File: src/rtl/uart_tx.sv
// UART transmitter: serialises FIFO words at 16 baud ticks per bit, with
// configurable word length, parity, stop bits and line break.
//
// state  | meaning
// IDLE   | line high, waiting for a tick with a word available
// START  | start bit (low)
// DATA   | data bits, LSB first
// PARITY | parity bit
// STOP   | stop bit(s), high; may chain straight into the next START
module uart_tx (
    input  logic       clk,
    input  logic       rst,
    input  logic       baud_pulse,
    input  logic       fifo_empty,
    input  logic [7:0] fifo_dout,
    output logic       pop,
    input  logic [1:0] wls,
    input  logic       stb,
    input  logic       pen,
    input  logic       eps,
    input  logic       sticky,
    input  logic       set_break,
    output logic       tx,
    output logic       tx_busy
);

    typedef enum logic [2:0] {IDLE, START, DATA, PARITY, STOP} state_t;

    state_t     state, state_n;
    logic [4:0] tick, tick_n;
    logic [2:0] bit_cnt, bit_n;
    logic [7:0] shreg, shreg_n;
    logic [1:0] wls_q, wls_n;
    logic       stb_q, stb_n;
    logic       pen_q, pen_n;
    logic       par_q, par_n;
    logic       line_n;
    logic       load;

    logic [7:0] word_mask;
    logic [7:0] masked;
    logic       par_calc;
    logic [4:0] stop_last;
    logic [2:0] last_bit;

    // Parity is computed from the incoming word at load time, masked to the word length.
    always_comb begin
        word_mask = 8'hff >> (2'd3 - wls);
        masked    = fifo_dout & word_mask;
        par_calc  = sticky ? ~eps : (eps ? ^masked : ~^masked);
        stop_last = !stb_q ? 5'd15 : ((wls_q == 2'b00) ? 5'd23 : 5'd31);
        last_bit  = {1'b0, wls_q} + 3'd4;
    end

    always_comb begin
        state_n = state;
        tick_n  = tick;
        bit_n   = bit_cnt;
        shreg_n = shreg;
        wls_n   = wls_q;
        stb_n   = stb_q;
        pen_n   = pen_q;
        par_n   = par_q;
        load    = 1'b0;
        if (baud_pulse && !rst) begin
            case (state)
                IDLE: begin
                    if (!fifo_empty) load = 1'b1;
                end
                START: begin
                    if (tick == 5'd15) begin
                        state_n = DATA;
                        tick_n  = 5'd0;
                        bit_n   = 3'd0;
                    end else begin
                        tick_n = tick + 5'd1;
                    end
                end
                DATA: begin
                    if (tick == 5'd15) begin
                        tick_n = 5'd0;
                        if (bit_cnt == last_bit) begin
                            state_n = pen_q ? PARITY : STOP;
                        end else begin
                            bit_n   = bit_cnt + 3'd1;
                            shreg_n = shreg >> 1;
                        end
                    end else begin
                        tick_n = tick + 5'd1;
                    end
                end
                PARITY: begin
                    if (tick == 5'd15) begin
                        state_n = STOP;
                        tick_n  = 5'd0;
                    end else begin
                        tick_n = tick + 5'd1;
                    end
                end
                STOP: begin
                    if (tick == stop_last) begin
                        tick_n = 5'd0;
                        if (!fifo_empty) load = 1'b1;
                        else             state_n = IDLE;
                    end else begin
                        tick_n = tick + 5'd1;
                    end
                end
                default: state_n = IDLE;
            endcase
            if (load) begin
                state_n = START;
                tick_n  = 5'd0;
                bit_n   = 3'd0;
                shreg_n = fifo_dout;
                wls_n   = wls;
                stb_n   = stb;
                pen_n   = pen;
                par_n   = par_calc;
            end
        end
        case (state_n)
            START:   line_n = 1'b0;
            DATA:    line_n = shreg_n[0];
            PARITY:  line_n = par_n;
            default: line_n = 1'b1;
        endcase
    end

    assign pop     = load;
    assign tx_busy = (state != IDLE);

    always_ff @(posedge clk or posedge rst) begin
        if (rst) begin
            state   <= IDLE;
            tick    <= 5'd0;
            bit_cnt <= 3'd0;
            shreg   <= 8'd0;
            wls_q   <= 2'd0;
            stb_q   <= 1'b0;
            pen_q   <= 1'b0;
            par_q   <= 1'b0;
            tx      <= 1'b1;
        end else begin
            state   <= state_n;
            tick    <= tick_n;
            bit_cnt <= bit_n;
            shreg   <= shreg_n;
            wls_q   <= wls_n;
            stb_q   <= stb_n;
            pen_q   <= pen_n;
            par_q   <= par_n;
            tx      <= set_break ? 1'b0 : line_n;
        end
    end

endmodule

File: config.mk
export PLATFORM = sky130hd
export DESIGN_NAME = uart_tx
export DESIGN_NICKNAME = d
export VERILOG_FILES = /design/src/rtl/uart_tx.sv
export SDC_FILE = /design/constraint.sdc
export NUM_CORES = 1
export LEC_CHECK = 0
export ABC_AREA = 1
export ABC_CLOCK_PERIOD_IN_PS = 4450
export CORE_MARGIN = 2
export CORE_UTILIZATION = 59
export DETAILED_ROUTE_END_ITERATION = 10
export PLACE_DENSITY = 0.84
export SLEW_MARGIN = 5
export SYNTH_ARGS = -nofsm -noshare
export SYNTH_HDL_FRONTEND = slang
export SYNTH_SLANG_ARGS = --single-unit
File: constraint.sdc
create_clock -name clk -period 4.45 [get_ports clk]
set_input_delay 0.6675 -clock clk [delete_from_list [all_inputs] [get_ports clk]]
set_output_delay 0.6675 -clock clk [all_outputs]
set_load 0.02 [all_outputs]
==> results.py, run 1 <==
metrics = {
    "run_status": {
        "result_of_the_run": "completed",
    },
    "critical_path": {
        "worst_r2r_src": "tick[0]",
        "worstPathCellList": "clkdlybuf4s50_1, nor2_1, nand2_4, nor2_2, clkdlybuf4s50_1",
        "timing_worst_setup_path_type": "primary input to output pin",
        "worstSetupEndpointType": "output pin",
        "setup.worst_path.start": "fifo_empty",
        "cp_common_cell": "sky130_fd_sc_hd__clkdlybuf4s50_1",
        "cp.required_ps": 3780,
        "crit_path_top_delay_cell": "sky130_fd_sc_hd__clkdlybuf4s50_1",
        "critPathTopFamily": "buffers and inverters",
        "timing.critical_path.fanout_max": 12,
        "critical_path.startpoint_type": "primary input",
        "reg2reg_depth": 9,
        "r2r_setup_slack_ps": 2210,
        "crit_arrival_ps": 2540,
        "crit_buf_inv": 2,
        "critical-path-max-stage-delay_ps": 690,
        "reg2reg_to": "shreg[7]",
    },
    "sta": {
        "max_freq_mhz": 312,
        "maxSlewViolCount": 0,
        "skew_ps": 6.33,
        "timing.slew.headroom_pct": 68.0,
        "fin_tns_setup_ps": 0,
        "rsz0062_at_grt": "no",
        "finalWorstPathRequiredPeriod_ps": 3210,
        "finalHoldViolCount": 0,
        "timing.final.crit_share_pct": 72.1,
        "worstMarginPinSlew_ps": 480,
        "report.final.setup_viol": 0,
    },
    "final_layout": {
        "finish.net_count": 299,
        "area.growth.synth_to_final_pct": 15.7,
        "diodes": 0,
        "share_of_layout_cells_above_drive_strength_1_pct": 9.82,
        "filler_cell_count": 225,
    },
    "drt": {
        "via_per_inst": 5.29,
        "antenna_viol_nets_final": 0,
        "first_iter_violations": 94,
        "detailedRoute.firstPassIterationCount": 4,
        "vias": 1620,
        "post_drt_wl_per_cell_um": 11.4,
        "drt_total_wl_mm": 3.49,
        "number_of_remaining_drc_errors": 0,
    },
    "global_routing": {
        "grt_overflow": 0,
        "grt_util_all_layers_pct": 23.4,
        "grt_max_degree": 26,
        "wire_length_of_the_first_global_routing_pass_mm": 6.16,
        "first_global_vias": 1502,
        "antenna_violations_before_repair": 0,
    },
    "placed_design": {
        "hpwlAfterDp_mm": 2.77,
        "quantity_of_i_o_buffers_inserted_on_ports": 21,
        "routabilityCongestion": 0.845,
    },
    "hold_path": {
        "hp-class": "register to register",
        "worst_hold_path_startpoint": "tick[0]",
        "worst_hold_path.num_cells": 1,
        "hold-path-endpoint": "tick[0]",
    },
    "logic_synthesis": {
        "post_synth_xor_area_fraction_pct": 1.52,
        "ys.flop_type": "sky130_fd_sc_hd__dfrtp_1",
        "async_reset_ff_share_pct": 100,
        "list_of_most_frequent_post_synthesis_cells": "70 x sky130_fd_sc_hd__nand2_1, 42 x sky130_fd_sc_hd__inv_1, 24 x sky130_fd_sc_hd__dfrtp_1, 24 x sky130_fd_sc_hd__nand3_1, 18 x sky130_fd_sc_hd__nor2_1",
        "synth_most_common_cell": "sky130_fd_sc_hd__nand2_1",
        "synth_simple_gate_area_share_pct": 34.9,
        "synth_area_per_cell_sq_um": 6.87,
        "yosysTopAreaCellShare_pct": 34.8,
        "synth_enable_flop_cells": 0,
        "yosys_warnings": 0,
        "synth_nets": 274,
        "muxShareOfSynthArea_pct": 0,
        "yosysTopAreaCell": "sky130_fd_sc_hd__dfrtp_1",
        "synth_area_sq_um": 1720,
        "synth_fa_ha_area_share_pct": 2.90,
        "ys_ff_latch": 25,
        "combinational_family_with_the_most_area_after_synthesis": "simple AND/OR/NAND/NOR gates",
        "synth_sequential_area_ratio_pct": 36.4,
        "synth_area_in_compound_gates_pct": 13.1,
        "netlist_top_cells_area": "sky130_fd_sc_hd__dfrtp_1 35%, sky130_fd_sc_hd__nand2_1 15%, sky130_fd_sc_hd__inv_1 9.1%",
        "yosysUniqueCellTypes": 30,
        "syn-instance-count": 251,
    },
    "floorplanning": {
        "num_rows": 19,
        "die-area_sq_um": 3370,
        "chipHeight_um": 58.1,
        "start_util_pct": 62.5,
        "die_width_um": 58.1,
        "core_area_sq_um": 2760,
        "ios": 22,
    },
    "clock_network": {
        "cts_max_level": 1,
        "clockRootBuffer": "sky130_fd_sc_hd__clkbuf_4",
        "clk_transition_reported_paths_ps": 140,
        "post_cts.resized_instances": 0,
        "post_cts_buffers": 0,
        "cts.path.max_buffers": 2,
        "cts_made_buffers": 3,
        "clock_insertion_delay_worst_skew_ps": 320,
        "cts_hold_repair.buffers": 0,
        "clock_sinks": 25,
        "tritoncts": "yes",
    },
    "pwr": {
        "switching_share_pct": 42.2,
        "cell_internal_pwr_uw": 525,
        "p_total_uw": 909,
        "power_frac_clock_pct": 11.3,
        "p_switching_uw": 384,
        "leak_nw": 0.999,
        "sequentialPowerShare_pct": 44.6,
        "p_comb_share_pct": 44.2,
        "peak_supply_drop_mv": 0.434,
        "power-per-cell-area_nw_per_um2": 456,
    },
    "flow_run": {
        "timing.max_cap.violations": 0,
    },
}
-- area by class of cell --
type,instances,area [sq um],area share [%]
multi-input combinational,176,905,45.4
sequential,25,627,31.4
timing repair buffer,22,218,10.9
inverter,48,180,9.03
tap,31,38.8,1.94
clock buffer,4,26.3,1.32
-- power by group through the flow --
stage / clock network (mW) / logic [mW] / registers (mW)
floorplan: 0 / 0.308 / 0.397
global placement: 0 / 0.394 / 0.405
detailed placement: 0 / 0.402 / 0.409
CTS: 0.103 / 0.403 / 0.404
global route: 0.112 / 0.465 / 0.417
finish: 0.103 / 0.401 / 0.405
-- cell families (layout without fill, tap and decap cells) --
group / count (synthesis) / in the layout
buffers and inverters: 50 / 74
AOI/OAI and AO/OA: 37 / 37
and+or+nand+nor: 132 / 132
DFF: 25 / 25
adders and majority gates: 4 / 4
xor gates and xnor gates: 3 / 3
-- routing by layer --
metal	GRT usage, %	vias to the layer above	routed length (um)
met1	31.2	717	1640
met4	8.31	0	61
li1	-	849	-
met3	3.57	9	183
met2	38.8	45	1610
met5	0	-	0
-- worst max path at each step --
stage,depth (start not counted),endpoint,slack [ps]
3_3_place_gp,5,pop,1270
4_1_cts,5,pop,1250
3_5_place_dp,5,pop,1250
5_1_grt,8,pop,1100
2_1_floorplan,4,pop,1760
6_report,5,pop,1240
-- through the flow --
| step | setup WS [ps] | util (%) | hold WS, ps | cell area (sq um) | cells |
|---|---|---|---|---|---|
| 2_1_floorplan | 1760 | - | 472 | 1720 | 251 |
| 3_3_place_gp | 1270 | 71.4 | 492 | 1970 | 302 |
| 3_5_place_dp | 1250 | 71.4 | 501 | 1970 | 302 |
| 4_1_cts | 1250 | 72.3 | 518 | 1990 | 306 |
| 5_1_grt | 1100 | 72.3 | 539 | 1990 | 306 |
| 6_report | 1240 | 72.3 | 517 | 1990 | 306 |
-- state kept, by name (all words and copies together), names as in the netlist --
name	flops
shreg	8
stb_q	1
par_q	1
tick	5
pen_q	1
wls_q	2
state	3
bit_cnt	3
tx	1
-- cell usage in the layout (no fill, tap or decap), types with 2 or more instances in the layout --
cell type,count
sky130_fd_sc_hd__nor3_1,3
sky130_fd_sc_hd__nand2_4,2
sky130_fd_sc_hd__clkdlybuf4s50_1,21
sky130_fd_sc_hd__inv_1,42
sky130_fd_sc_hd__o22ai_1,4
sky130_fd_sc_hd__nand2_2,3
sky130_fd_sc_hd__ha_1,4
sky130_fd_sc_hd__xor2_1,2
sky130_fd_sc_hd__nor2_1,18
sky130_fd_sc_hd__a21oi_1,7
sky130_fd_sc_hd__o21ai_0,11
sky130_fd_sc_hd__nand4_1,2
sky130_fd_sc_hd__o21ai_1,10
sky130_fd_sc_hd__clkbuf_4,3
sky130_fd_sc_hd__nand2_1,70
sky130_fd_sc_hd__inv_2,6
sky130_fd_sc_hd__dfrtp_1,24
sky130_fd_sc_hd__nand3_1,24
sky130_fd_sc_hd__or2_1,2
sky130_fd_sc_hd__nor2_2,5
(Power assumes the default switching activity.)
==> run 2, diff against run 1 <==
--- a/config.mk
+++ b/config.mk
@@ -6,11 +6,11 @@
 export NUM_CORES = 1
 export LEC_CHECK = 0
 export ABC_AREA = 1
-export ABC_CLOCK_PERIOD_IN_PS = 4450
+export ABC_CLOCK_PERIOD_IN_PS = 3200
 export CORE_MARGIN = 2
-export CORE_UTILIZATION = 59
+export CORE_UTILIZATION = 55
 export DETAILED_ROUTE_END_ITERATION = 10
-export PLACE_DENSITY = 0.84
+export PLACE_DENSITY = 0.79
 export SLEW_MARGIN = 5
 export SYNTH_ARGS = -nofsm -noshare
 export SYNTH_HDL_FRONTEND = slang
==> constraint.sdc (replaced) <==
create_clock -name clk -period 3.2 [get_ports clk]
set_input_delay 0.48 -clock clk [delete_from_list [all_inputs] [get_ports clk]]
set_output_delay 0.48 -clock clk [all_outputs]
set_load 0.02 [all_outputs]
==> run 2 against run 1 <==
Compared with the run above:
- first-iteration DRC count fell by 27%
- non-clock buffer count rose by 1
- sequential power rose by 38%
- critical endpoint unchanged
- highest routed layer unchanged
- largest cell class unchanged
==> results.py, run 2 (synthesis results as in run 1) <==
metrics = {
    "critical_path": {
        "timing.critical_path.fanout_max": 10,
        "cp.required_ps": 2720,
        "worst_r2r_src": "tick[0]",
        "worstSetupEndpointType": "output pin",
        "critical_path.startpoint_type": "register",
        "timing_worst_setup_path_type": "register to output pin",
        "setup.worst_path.start": "tick[0]",
        "crit_arrival_ps": 2190,
    },
    "sta": {
        "max_freq_mhz": 374,
        "report.final.setup_viol": 0,
        "worstMarginPinSlew_ps": 469,
        "rsz0062_at_grt": "no",
        "finalWorstPathRequiredPeriod_ps": 2670,
        "skew_ps": 12.8,
        "fin_hold_ws_ps": 511,
        "maxSlewViolCount": 0,
        "timing.slew.headroom_pct": 68.8,
        "finalHoldViolCount": 0,
        "fin_tns_setup_ps": 0,
        "timing.final.crit_share_pct": 83.6,
    },
    "final_layout": {
        "largest_registers": "shreg x8, tick x5",
        "share_of_layout_cells_above_drive_strength_1_pct": 10.1,
        "layout_common_cells": "70 x sky130_fd_sc_hd__nand2_1, 42 x sky130_fd_sc_hd__inv_1, 24 x sky130_fd_sc_hd__nand3_1, 24 x sky130_fd_sc_hd__dfrtp_1, 21 x sky130_fd_sc_hd__clkdlybuf4s50_1",
        "finish.net_count": 300,
        "diodes": 0,
        "register_name_with_the_most_flops": "shreg",
        "layout.cells.most_common": "sky130_fd_sc_hd__nand2_1",
        "largest_register_ffs": 8,
        "area.growth.synth_to_final_pct": 17.1,
    },
    "hold_path": {
        "hp-class": "register to register",
        "worst_hold_path_startpoint": "tick[0]",
    },
    "global_routing": {
        "grt_util_all_layers_pct": 21.9,
        "grt_max_degree": 26,
        "antenna_violations_before_repair": 0,
        "grt_overflow": 0,
        "first_global_vias": 1358,
        "wire_length_of_the_first_global_routing_pass_mm": 6.00,
    },
    "drt": {
        "detailedRoute.firstPassIterationCount": 5,
        "via_per_inst": 4.88,
        "drt_total_wl_mm": 3.46,
        "post_drt_wl_per_cell_um": 10.8,
        "number_of_remaining_drc_errors": 0,
        "first_iter_violations": 69,
        "vias": 1563,
        "antenna_viol_nets_final": 0,
    },
    "flow_run": {
        "timing.max_cap.violations": 0,
    },
    "floorplanning": {
        "ios": 22,
        "chipHeight_um": 60.0,
        "die_width_um": 60.0,
        "num_rows": 20,
        "core_area_sq_um": 3030,
        "die-area_sq_um": 3600,
        "start_util_pct": 56.9,
    },
    "clock_network": {
        "cts.path.max_buffers": 2,
        "cts_max_level": 1,
        "post_cts.resized_instances": 0,
        "post_cts_buffers": 0,
        "cts_hold_repair.buffers": 0,
        "clock_insertion_delay_worst_skew_ps": 330,
        "clk_transition_reported_paths_ps": 120,
        "clock_sinks": 25,
        "cts_made_buffers": 3,
        "tritoncts": "yes",
        "clockRootBuffer": "sky130_fd_sc_hd__clkbuf_4",
    },
    "run_status": {
        "result_of_the_run": "completed",
    },
    "pwr": {
        "peak_supply_drop_mv": 0.425,
        "power-per-cell-area_nw_per_um2": 622,
        "leak_nw": 1.00,
    },
    "placed_design": {
        "routabilityCongestion": 0.937,
        "quantity_of_i_o_buffers_inserted_on_ports": 21,
        "hpwlAfterDp_mm": 2.73,
    },
}
run 2: final timing paths:
check | cells past startpoint | end | slack (ps)
min in group asynchronous | 3 | wls_q[1] | 530
max in group asynchronous | 3 | tx | 2390
worst min-delay path | 1 | tick[0] | 510
worst min register to register | 1 | tick[0] | 510
worst max register to register | 9 | shreg[5] | 970
worst max-delay path | 8 | pop | 530
run 2: area by class of cell:
cell class,instances,area [sq um]
fillers,273,1010
multi-input cells,176,905
flip-flops and latches,25,627
repair buffers,23,225
inverters,48,180
well taps,44,55.1
clock buffers,4,26.3
run 2: critical path, cell delays in order, from the launching register on:
cell and delay (ps):
sky130_fd_sc_hd__dfrtp_1 400, sky130_fd_sc_hd__ha_1 190, sky130_fd_sc_hd__nand2_1 100, sky130_fd_sc_hd__nor2_2 120, sky130_fd_sc_hd__nand3_2 100, sky130_fd_sc_hd__nand2_2 100
sky130_fd_sc_hd__nand2_4 110, sky130_fd_sc_hd__nor2_2 140, sky130_fd_sc_hd__clkdlybuf4s50_1 620
run 2: where the power goes:
part	leakage (nW)	total, mW	internal, mW	switching (mW)
Combinational	0.684	0.554	0.221	0.334
Clock	0.0150	0.141	0.0489	0.0922
Sequential	0.306	0.560	0.462	0.0985
Total	1.00	1.26	0.731	0.524
run 2: stage by stage:
step | std cells | cell area (sq um) | total power, mW | utilization (%) | worst slack (ps)
floorplan | 251 | 1720 | 0.980 | - | 887
global route | 320 | 2020 | 1.39 | 66.7 | 375
CTS | 320 | 2020 | 1.26 | 66.7 | 496
detailed placement | 316 | 1990 | 1.12 | 65.8 | 666
global placement | 316 | 1990 | 1.11 | 65.8 | 678
finish | 320 | 2020 | 1.26 | 66.7 | 526
run 2: per-layer routing:
metal,GRT usage (%),vias up,wire (um)
met2,35.4,29,1680
met1,30.6,683,1620
met4,3.81,0,23
li1,-,847,-
met5,0,-,0
met3,4.55,4,132
==> run 3, diff against run 2 <==
--- a/config.mk
+++ b/config.mk
@@ -6,7 +6,7 @@
 export NUM_CORES = 1
 export LEC_CHECK = 0
 export ABC_AREA = 1
-export ABC_CLOCK_PERIOD_IN_PS = 3200
+export ABC_CLOCK_PERIOD_IN_PS = 2700
 export CORE_MARGIN = 2
 export CORE_UTILIZATION = 55
 export DETAILED_ROUTE_END_ITERATION = 10
==> constraint.sdc (replaced) <==
create_clock -name clk -period 2.7 [get_ports clk]
set_input_delay 0.405 -clock clk [delete_from_list [all_inputs] [get_ports clk]]
set_output_delay 0.405 -clock clk [all_outputs]
set_load 0.02 [all_outputs]
==> run 3 against run 2 <==
Compared with the run above:
- sequential power rose by 19%
- via count fell by 0.19%
- critical path depth rose by 1
- largest power group is now combinational logic
- register-to-register slack got worse by 550 ps
- global-route usage fell by 0.23 points
- power rose by 19%
- combinational power rose by 20%
==> results.py, run 3 (synthesis results as in run 1) <==
metrics = {
    "run_status": {
        "result_of_the_run": "completed",
    },
    "global_routing": {
        "grt_max_degree": 26,
        "grt_util_all_layers_pct": 21.7,
        "wire_length_of_the_first_global_routing_pass_mm": 5.91,
        "antenna_violations_before_repair": 0,
        "grt_overflow": 0,
        "first_global_vias": 1393,
    },
    "final_layout": {
        "diodes": 0,
        "layout.cells.most_common": "sky130_fd_sc_hd__nand2_1",
        "register_name_with_the_most_flops": "shreg",
        "largest_register_ffs": 8,
        "share_of_layout_cells_above_drive_strength_1_pct": 10.5,
        "layout_common_cells": "70 x sky130_fd_sc_hd__nand2_1, 42 x sky130_fd_sc_hd__inv_1, 24 x sky130_fd_sc_hd__nand3_1, 24 x sky130_fd_sc_hd__dfrtp_1, 20 x sky130_fd_sc_hd__clkdlybuf4s50_1",
        "largest_registers": "shreg x8, tick x5",
        "final-instance-count-excl-fill": 321,
        "filler_cell_count": 268,
        "finish.net_count": 301,
        "area.growth.synth_to_final_pct": 17.6,
    },
    "critical_path": {
        "timing_worst_setup_path_type": "register to register",
        "critical_path.startpoint_type": "register",
        "cp.required_ps": 2890,
        "crit_arrival_ps": 2470,
        "setup.worst_path.start": "tick[0]",
        "worst_r2r_src": "tick[0]",
        "worstSetupEndpointType": "register",
        "timing.critical_path.fanout_max": 13,
    },
    "flow_run": {
        "timing.max_cap.violations": 0,
    },
    "drt": {
        "drt_total_wl_mm": 3.54,
        "number_of_remaining_drc_errors": 0,
        "post_drt_wl_per_cell_um": 11.0,
        "first_iter_violations": 87,
        "vias": 1560,
        "detailedRoute.firstPassIterationCount": 4,
        "antenna_viol_nets_final": 0,
        "via_per_inst": 4.86,
    },
    "clock_network": {
        "clock_sinks": 25,
        "clk_transition_reported_paths_ps": 130,
        "cts_made_buffers": 3,
        "post_cts_buffers": 0,
        "clockRootBuffer": "sky130_fd_sc_hd__clkbuf_4",
        "cts.path.max_buffers": 2,
        "cts_max_level": 1,
        "tritoncts": "yes",
        "clock_insertion_delay_worst_skew_ps": 320,
    },
    "sta": {
        "maxSlewViolCount": 0,
        "skew_ps": 6.64,
        "timing.final.crit_share_pct": 84.5,
        "worstMarginPinSlew_ps": 483,
        "rsz0062_at_grt": "no",
        "max_freq_mhz": 438,
        "finalHoldViolCount": 0,
        "fin_tns_setup_ps": 0,
        "fin_hold_ws_ps": 448,
        "report.final.setup_viol": 0,
        "finalWorstPathRequiredPeriod_ps": 2280,
        "timing.slew.headroom_pct": 67.8,
    },
    "placed_design": {
        "routabilityCongestion": 0.910,
        "placed_cells": 317,
        "hpwlAfterDp_mm": 2.82,
        "quantity_of_i_o_buffers_inserted_on_ports": 21,
    },
    "floorplanning": {
        "die-area_sq_um": 3600,
        "chipHeight_um": 60.0,
        "core_area_sq_um": 3030,
        "start_util_pct": 56.9,
        "ios": 22,
        "die_width_um": 60.0,
        "num_rows": 20,
    },
    "pwr": {
        "power-per-cell-area_nw_per_um2": 738,
        "p_total_mw": 1.50,
        "peak_supply_drop_mv": 0.466,
        "leak_nw": 1.03,
    },
    "hold_path": {
        "hp-class": "primary input to asynchronous set/reset pin",
    },
}
[run 3: cell count changes in the layout (fill, tap and decap cells not counted)]
cell                              previous run  this run
sky130_fd_sc_hd__buf_4                       2         3
sky130_fd_sc_hd__clkdlybuf4s50_1            21        20
sky130_fd_sc_hd__dlymetal6s2s_1              0         1
[run 3: layout make-up]
type                    count  area [sq um]  area share (%)
inverters                  48           180            8.88
flip-flops and latches     25           627            30.9
clock buffers               4          26.3            1.30
repair buffers             24           235            11.6
well taps                  44          55.1            2.71
multi-input cells         176           905            44.6
[run 3: metrics by stage]
stage          util [%]  instance area, sq um  setup slack [ps]
2_1_floorplan         -                  1720               537
3_3_place_gp       66.0                  2000               334
3_5_place_dp       66.0                  2000               310
4_1_cts            66.9                  2030              53.8
5_1_grt            67.0                  2030               159
6_report           67.0                  2030               417
[run 3: critical path: stages (launching register included)]
cell and delay, ps:
sky130_fd_sc_hd__dfrtp_1 400, sky130_fd_sc_hd__ha_1 200, sky130_fd_sc_hd__nand2_1 110, sky130_fd_sc_hd__nor2_1 150, sky130_fd_sc_hd__ha_1 300, sky130_fd_sc_hd__inv_1 120
sky130_fd_sc_hd__nor2_4 180, sky130_fd_sc_hd__nand2_4 100, sky130_fd_sc_hd__a21oi_2 430, sky130_fd_sc_hd__o21ai_0 160
[run 3: worst paths after layout]
| kind | endpoint | slack (ps) | cells past startpoint |
|---|---|---|---|
| setup reg to reg | shreg[6] | 420 | 9 |
| min in group clk | tick[0] | 520 | 1 |
| setup / recovery | shreg[6] | 420 | 9 |
| hold reg to reg | tick[0] | 520 | 1 |
| hold / removal | wls_q[0] | 450 | 3 |
| max in group asynchronous | tx | 1960 | 3 |
[run 3: metal layers]
layer  part of all wire [%]  wire (um)  vias to the layer above  global-route usage, %
met5                      0          0                        -                      0
met4                   0.14          5                        0                   2.86
met3                    2.8        101                        2                   4.11
met2                     48       1710                       20                   37.9
met1                     49       1730                      693                   28.5
li1                       -          -                      845                      -
[run 3: power by group]
group	leakage [nW]	switching, mW	internal (mW)
clock	0.0150	0.108	0.0578
sequential	0.306	0.118	0.547
combinational	0.707	0.402	0.264
total	1.03	0.628	0.869
[run 3: repair_timing]
action | in CTS | in global routing
endpoints found under the setup margin | 0 | 1
resized for setup | 0 | 1
hold buffers | 0 | 0
